[src/rtl/bitrev_pkg.sv]
// bitrev_pkg: shared types and the round-robin pick function for the arbiter library.
// Holds the output-stage state enum and rr_pick, which returns the first valid
// index after `last`, wrapping modulo `num`, together with a found flag.
package bitrev_pkg;

    localparam int MAX_REQ = 32;
    localparam int IDX_W   = 5;

    typedef enum logic {EMPTY, FULL} out_state_e;

    typedef struct packed {
        logic             found;
        logic [IDX_W-1:0] idx;
    } rr_pick_t;

    function automatic rr_pick_t rr_pick(input logic [MAX_REQ-1:0] valid,
                                         input logic [IDX_W-1:0]   last,
                                         input int unsigned        num);
        rr_pick_t    r;
        int unsigned i;
        r = '0;
        for (int unsigned k = 1; k <= MAX_REQ; k++) begin
            i = (32'(last) + k) % num;
            if (k <= num && !r.found && valid[i]) begin
                r.found = 1'b1;
                r.idx   = IDX_W'(i);
            end
        end
        return r;
    endfunction

endpackage

[src/rtl/bitrev_arbiter_bit_reverse.sv]
// bit_reverse: combinational bit-order reversal, dout[k] = din[DATA_WIDTH-1-k].
// Ports: din (word in), dout (reversed word out).
module bit_reverse #(
    parameter int DATA_WIDTH = 32
) (
    input  logic [DATA_WIDTH-1:0] din,
    output logic [DATA_WIDTH-1:0] dout
);

    for (genvar g = 0; g < DATA_WIDTH; g++) begin : g_rev
        assign dout[g] = din[DATA_WIDTH-1-g];
    end

endmodule

[src/rtl/bitrev_arbiter.sv]
// bitrev_arbiter: round-robin arbiter feeding one bit-reversal datapath into a single-entry output stage.
// Ports: clk/resetn (async active-low), req_valid/req_data/req_ready per requester,
// out_valid/out_ready/out_data/out_id toward the single consumer.
module bitrev_arbiter
    import bitrev_pkg::*;
#(
    parameter  int DATA_WIDTH = 32,
    parameter  int NUM_REQ    = 4,
    localparam int ID_W       = $clog2(NUM_REQ)
) (
    input  logic                          clk,
    input  logic                          resetn,
    input  logic [NUM_REQ-1:0]            req_valid,
    input  logic [NUM_REQ*DATA_WIDTH-1:0] req_data,
    output logic [NUM_REQ-1:0]            req_ready,
    output logic                          out_valid,
    input  logic                          out_ready,
    output logic [DATA_WIDTH-1:0]         out_data,
    output logic [ID_W-1:0]               out_id
);

    out_state_e            state_q, state_d;
    logic [DATA_WIDTH-1:0] data_q, data_d, win_word, win_rev;
    logic [ID_W-1:0]       id_q, id_d, last_q, last_d, winner;
    rr_pick_t              pick;
    logic                  found, accept, fire;

    always_comb begin
        pick      = rr_pick(MAX_REQ'(req_valid), IDX_W'(last_q), NUM_REQ);
        // full-width range check rejects any pick beyond this instance's requesters
        found     = pick.found && (32'(pick.idx) < NUM_REQ);
        winner    = pick.idx[ID_W-1:0];
        accept    = state_q == EMPTY || out_ready;
        // gating with resetn keeps req_ready low for the whole reset interval
        fire      = resetn && accept && found;
        req_ready = fire ? NUM_REQ'(1'b1) << winner : '0;
        win_word  = req_data[winner*DATA_WIDTH +: DATA_WIDTH];
    end

    bit_reverse #(.DATA_WIDTH(DATA_WIDTH)) u_rev (
        .din  (win_word),
        .dout (win_rev)
    );

    always_comb begin
        state_d = state_q;
        data_d  = data_q;
        id_d    = id_q;
        last_d  = last_q;
        if (fire) begin
            state_d = FULL;
            data_d  = win_rev;
            id_d    = winner;
            last_d  = winner;
        end else if (accept) begin
            state_d = EMPTY;
        end
    end

    always_ff @(posedge clk or negedge resetn) begin
        if (!resetn) begin
            state_q <= EMPTY;
            data_q  <= '0;
            id_q    <= '0;
            last_q  <= ID_W'(NUM_REQ - 1);
        end else begin
            state_q <= state_d;
            data_q  <= data_d;
            id_q    <= id_d;
            last_q  <= last_d;
        end
    end

    assign out_valid = state_q == FULL;
    assign out_data  = data_q;
    assign out_id    = id_q;

endmodule

[config.mk]
export PLATFORM = sky130hd
export DESIGN_NAME = bitrev_arbiter
export DESIGN_NICKNAME = d
export VERILOG_FILES = /design/src/rtl/bitrev_pkg.sv /design/src/rtl/bitrev_arbiter_bit_reverse.sv /design/src/rtl/bitrev_arbiter.sv
export SDC_FILE = /design/constraint.sdc
export NUM_CORES = 1
export LEC_CHECK = 0
export ABC_AREA = 1
export CAP_MARGIN = 20
export CORE_MARGIN = 2
export CORE_UTILIZATION = 38
export DETAILED_ROUTE_END_ITERATION = 8
export GPL_ROUTABILITY_DRIVEN = 0
export MAX_ROUTING_LAYER = met4
export PLACE_DENSITY_LB_ADDON = 0.1
export SETUP_SLACK_MARGIN = 0.1
export SLEW_MARGIN = 20
export SYNTH_ARGS = -nofsm -noshare
export SYNTH_HDL_FRONTEND = slang
export SYNTH_SLANG_ARGS = --single-unit
[constraint.sdc]
create_clock -name clk -period 2.7 [get_ports clk]
set_input_delay 0.54 -clock clk [delete_from_list [all_inputs] [get_ports clk]]
set_output_delay 0.54 -clock clk [all_outputs]
set_load 0.05 [all_outputs]
==> results list <==
- Power after layout: 8.06 mW
- Summed over all failing endpoints, the final setup total negative slack is -0.229 ns.
* Most numerous cell on the critical path: nand2_2
- Vert. Die Dim: 91.0 um
* DRC: 0
* Clock tree from TritonCTS: built
* Average detailed-routed wire length per instance: 16.0 um
- The initial utilization of the core area, before any placement, comes to 39.4%.
- Most Crowded Layer GR: met2
* Relative max-transition margin: 63.0%
- Warnings, synthesis: 0
- Fraction of the mapped netlist area in adder cells: 0%
- Dpl cell area: 4650 um^2
- In the finished design, the share of the clock period the worst path needs comes to 102%.
* Number of buffers created by CTS: 5
- After the first detailed-routing iteration, the DRC count stood at 148.
- The flow ran to the end, but the final reports show violations.
* Width of the chip: 91.0 um
- Number of hold violations in the final report: 0
- Slowest cell delay on critical path: 0.64 ns
* Type of the worst setup path: flip-flop to output pin
- Final hold slack: 0.346 ns
- M3 GR Usage: 4.81%
* Cell Chain, Critical Path: buf_6, nand2_1, nand2_2, nand2_2, nand2_2, inv_2, nand3_4, nand3_2, buf_4, inv_4, nand2_4, nor2_4, buf_12
- Die Area: 8280 um^2
- RSZ-0062 raised after global routing: true
* Fraction of final layout cells sized beyond drive strength 1: 13.0%
- The routed design has 11300 um of wire.
- The later pin in the worst-skew pair is clocked with a latency of 0.29 ns.
- Number of rows in the core area: 31
* GR Layer Usage met2: 44.8%
- Synth unique cells: 23
* Post-synthesis net count: 576
- The final layout contains 741 nets.
* Core Area: 7290 um^2
* Transition time of the tightest slew-check pin: 0.554 ns
* Global-route wire length before repair: 18200 um
- CTS built an H-tree with a depth of 2.
- Synthesized area per cell: 6.52 um^2
- Initial DRT Pass Iterations: 4
- Post-synthesis sequential area ratio: 32.3%
- For the worst setup path, the data required time is 2.16 ns.
- Maximum clock frequency: 361 MHz
- Element type at the critical path end: output pin
- Input and output buffers added on the ports amount to 173.
* Max Slew Vio Count: 0
- Compared with the post-synthesis result, the final layout area differs by 72.8%.
* Compound-gate portion of the synthesized area: 0.739%
- Largest fanout on the critical path: 7
- Mapped Cells: 441
* Number of buffers on the longest clock path: 2
* Initial antenna violation count: 0
- For this design the ratio of total power to cell area is 1620 nW/um^2.
- The tool flagged a number of max-cap violations equal to 0.
* IR Drop Worst-Case VDD: 0.00122 V
- Slowest-stage cell, CP: dfstp_2
- Via-to-Cell Ratio: 5.43
- Count of hold buffers inserted by post-cts repair: 0
* Antenna-violating nets left: 0
* Time the final worst path needs with I/O delays and setup: 2.77 ns
- Detailed-placement wirelength estimate: 7460 um
- XOR/XNOR share of the synthesized area: 0%
- Root Driver: clkbuf_8
- After synthesis the netlist holds a flip-flop and latch count of 37.
* Via count of the routed design: 3833
- Across every metal layer, demand over resource in global routing totals 27.4%.
- The path class of the tightest hold or removal check is input pin to async pin.
- Entering global routing, the biggest net connects 65 pins.
- Across the routed clock network, the largest skew measured is 0.00589 ns.
* Leading cell type in the layout, fill and taps excluded: clkdlybuf4s50_1
- Mux cell area share after synthesis: 0%
- Critical Path Start Type: flip-flop
- Finished Core Util: 68.2%
- Remaining Overflow, GRT: 0
- 0 antenna diodes ended up in the layout.
* PnR worst setup slack: -0.0674 ns
- For the worst setup path, the data arrival time is 2.23 ns.
- The library cells used most frequently in the layout, excluding fill and tap cells, are clkdlybuf4s50_1 (164), nand2_1 (151), nand3_1 (100).
- Synth Cell Area: 2880 um^2
- Fraction of the mapped netlist area in simple logic gates: 57.1%
- The via count of the first global-routing pass came to 3680.
* Reg clk slew, reported paths: 0.08 ns
- Dominant combinational cell family by area after synthesis: simple AND/OR/NAND/NOR gates
- 174 I/O pins were placed.
- The checks that failed: setup timing.
- After routing the design area is 4970 um^2.
* Number of sinks driven by the clock tree: 37
* Depth of the worst register-to-register path: 15
- Leakage dissipation: 2.25 nW
- Met1 track demand over resource: 35.2%
* Final number of setup-violating endpoints: 4
state kept, by name, indices dropped and copies added (netlist names):
signal and flops:
out_data 32, last_q 2, out_id 2, out_valid 1
metal layers:
metal	part of all wire, %	wire length, um	vias up
met3	8.1	923	14
met1	41	4670	1794
met2	49	5560	177
li1	-	-	1848
met5	0	0	-
met4	1.6	176	0
report_power, final:
group          switching, mW  internal [mW]  total [mW]
Clock                  0.202          0.231       0.433
Sequential             0.168          0.857        1.03
Combinational           4.29           2.31        6.60
Total                   4.66           3.40        8.06
Yosys cell counts:
cell	n	share of area, %
a31oi_1	1	0.22
or2_1	1	0.22
dfrtp_1	35	30
nand2_2	2	0.43
nor2_4	1	0.39
nand2_1	168	22
nand4_1	64	14
nand3_1	101	18
inv_2	3	0.39
nand3_2	3	1.0
dfstp_2	2	1.8
inv_1	7	0.91
buf_4	8	2.1
o21ai_1	1	0.17
buf_2	27	4.7
o21ai_0	2	0.35
nor2_1	4	0.52
nand2_4	1	0.39
inv_4	1	0.22
nand3b_1	1	0.26
nor2_2	2	0.43
buf_6	3	1.2
clkbuf_1	3	0.39
worst max-delay path, delay by kind of cell, from the launching register on:
kind / cells / cell delay [ns]
DFF: 1 / 0.64
and+or+nand+nor: 8 / 0.73
buffers and inverters: 5 / 0.56
repair_timing:
action | 4_1_cts | 5_1_grt
endpoints found under the setup margin | 4 | 30
pin swaps | 14 | 4
gates resized for setup | 36 | 8
setup buffers | 10 | 1
kinds of logic after synthesis:
logic type,after synthesis
AO/OA/AOI/OAI,4
flip-flops,37
AND/OR/NAND/NOR,348
buffers and inverters,52
worst paths after layout:
path / startpoint / end / slack, ns
min reg2reg: out_data[18]$_DFFE_PN0P_ / out_data[18]$_DFFE_PN0P_ / 0.48
min in group clk: out_data[18]$_DFFE_PN0P_ / out_data[18]$_DFFE_PN0P_ / 0.48
min: resetn / out_id[1]$_DFFE_PN0P_ / 0.35
max in group asynchronous: resetn / last_q[1]$_DFFE_PN1P_ / 2.01
max reg2reg: last_q[0]$_DFFE_PN1P_ / out_data[4]$_DFFE_PN0P_ / 0.28
max: last_q[0]$_DFFE_PN1P_ / req_ready[0] / -0.07
stage by stage:
step | cells | setup slack (ns)
6_report | 706 | -0.0674
5_1_grt | 706 | -0.149
4_1_cts | 705 | 0.0189
3_5_place_dp | 687 | -0.142
3_3_place_gp | 687 | -0.0907
2_1_floorplan | 441 | -0.0831
area by class of cell:
cell class,count,area [um^2]
clock inverters,1,5.00
fillers,649,2320
multi-input cells,352,1790
inverters,11,46.3
flip-flops and latches,37,928
well taps,99,124
repair buffers,199,1980
clock buffers,7,96.3
No activity file was read; power rests on OpenSTA's default activity.
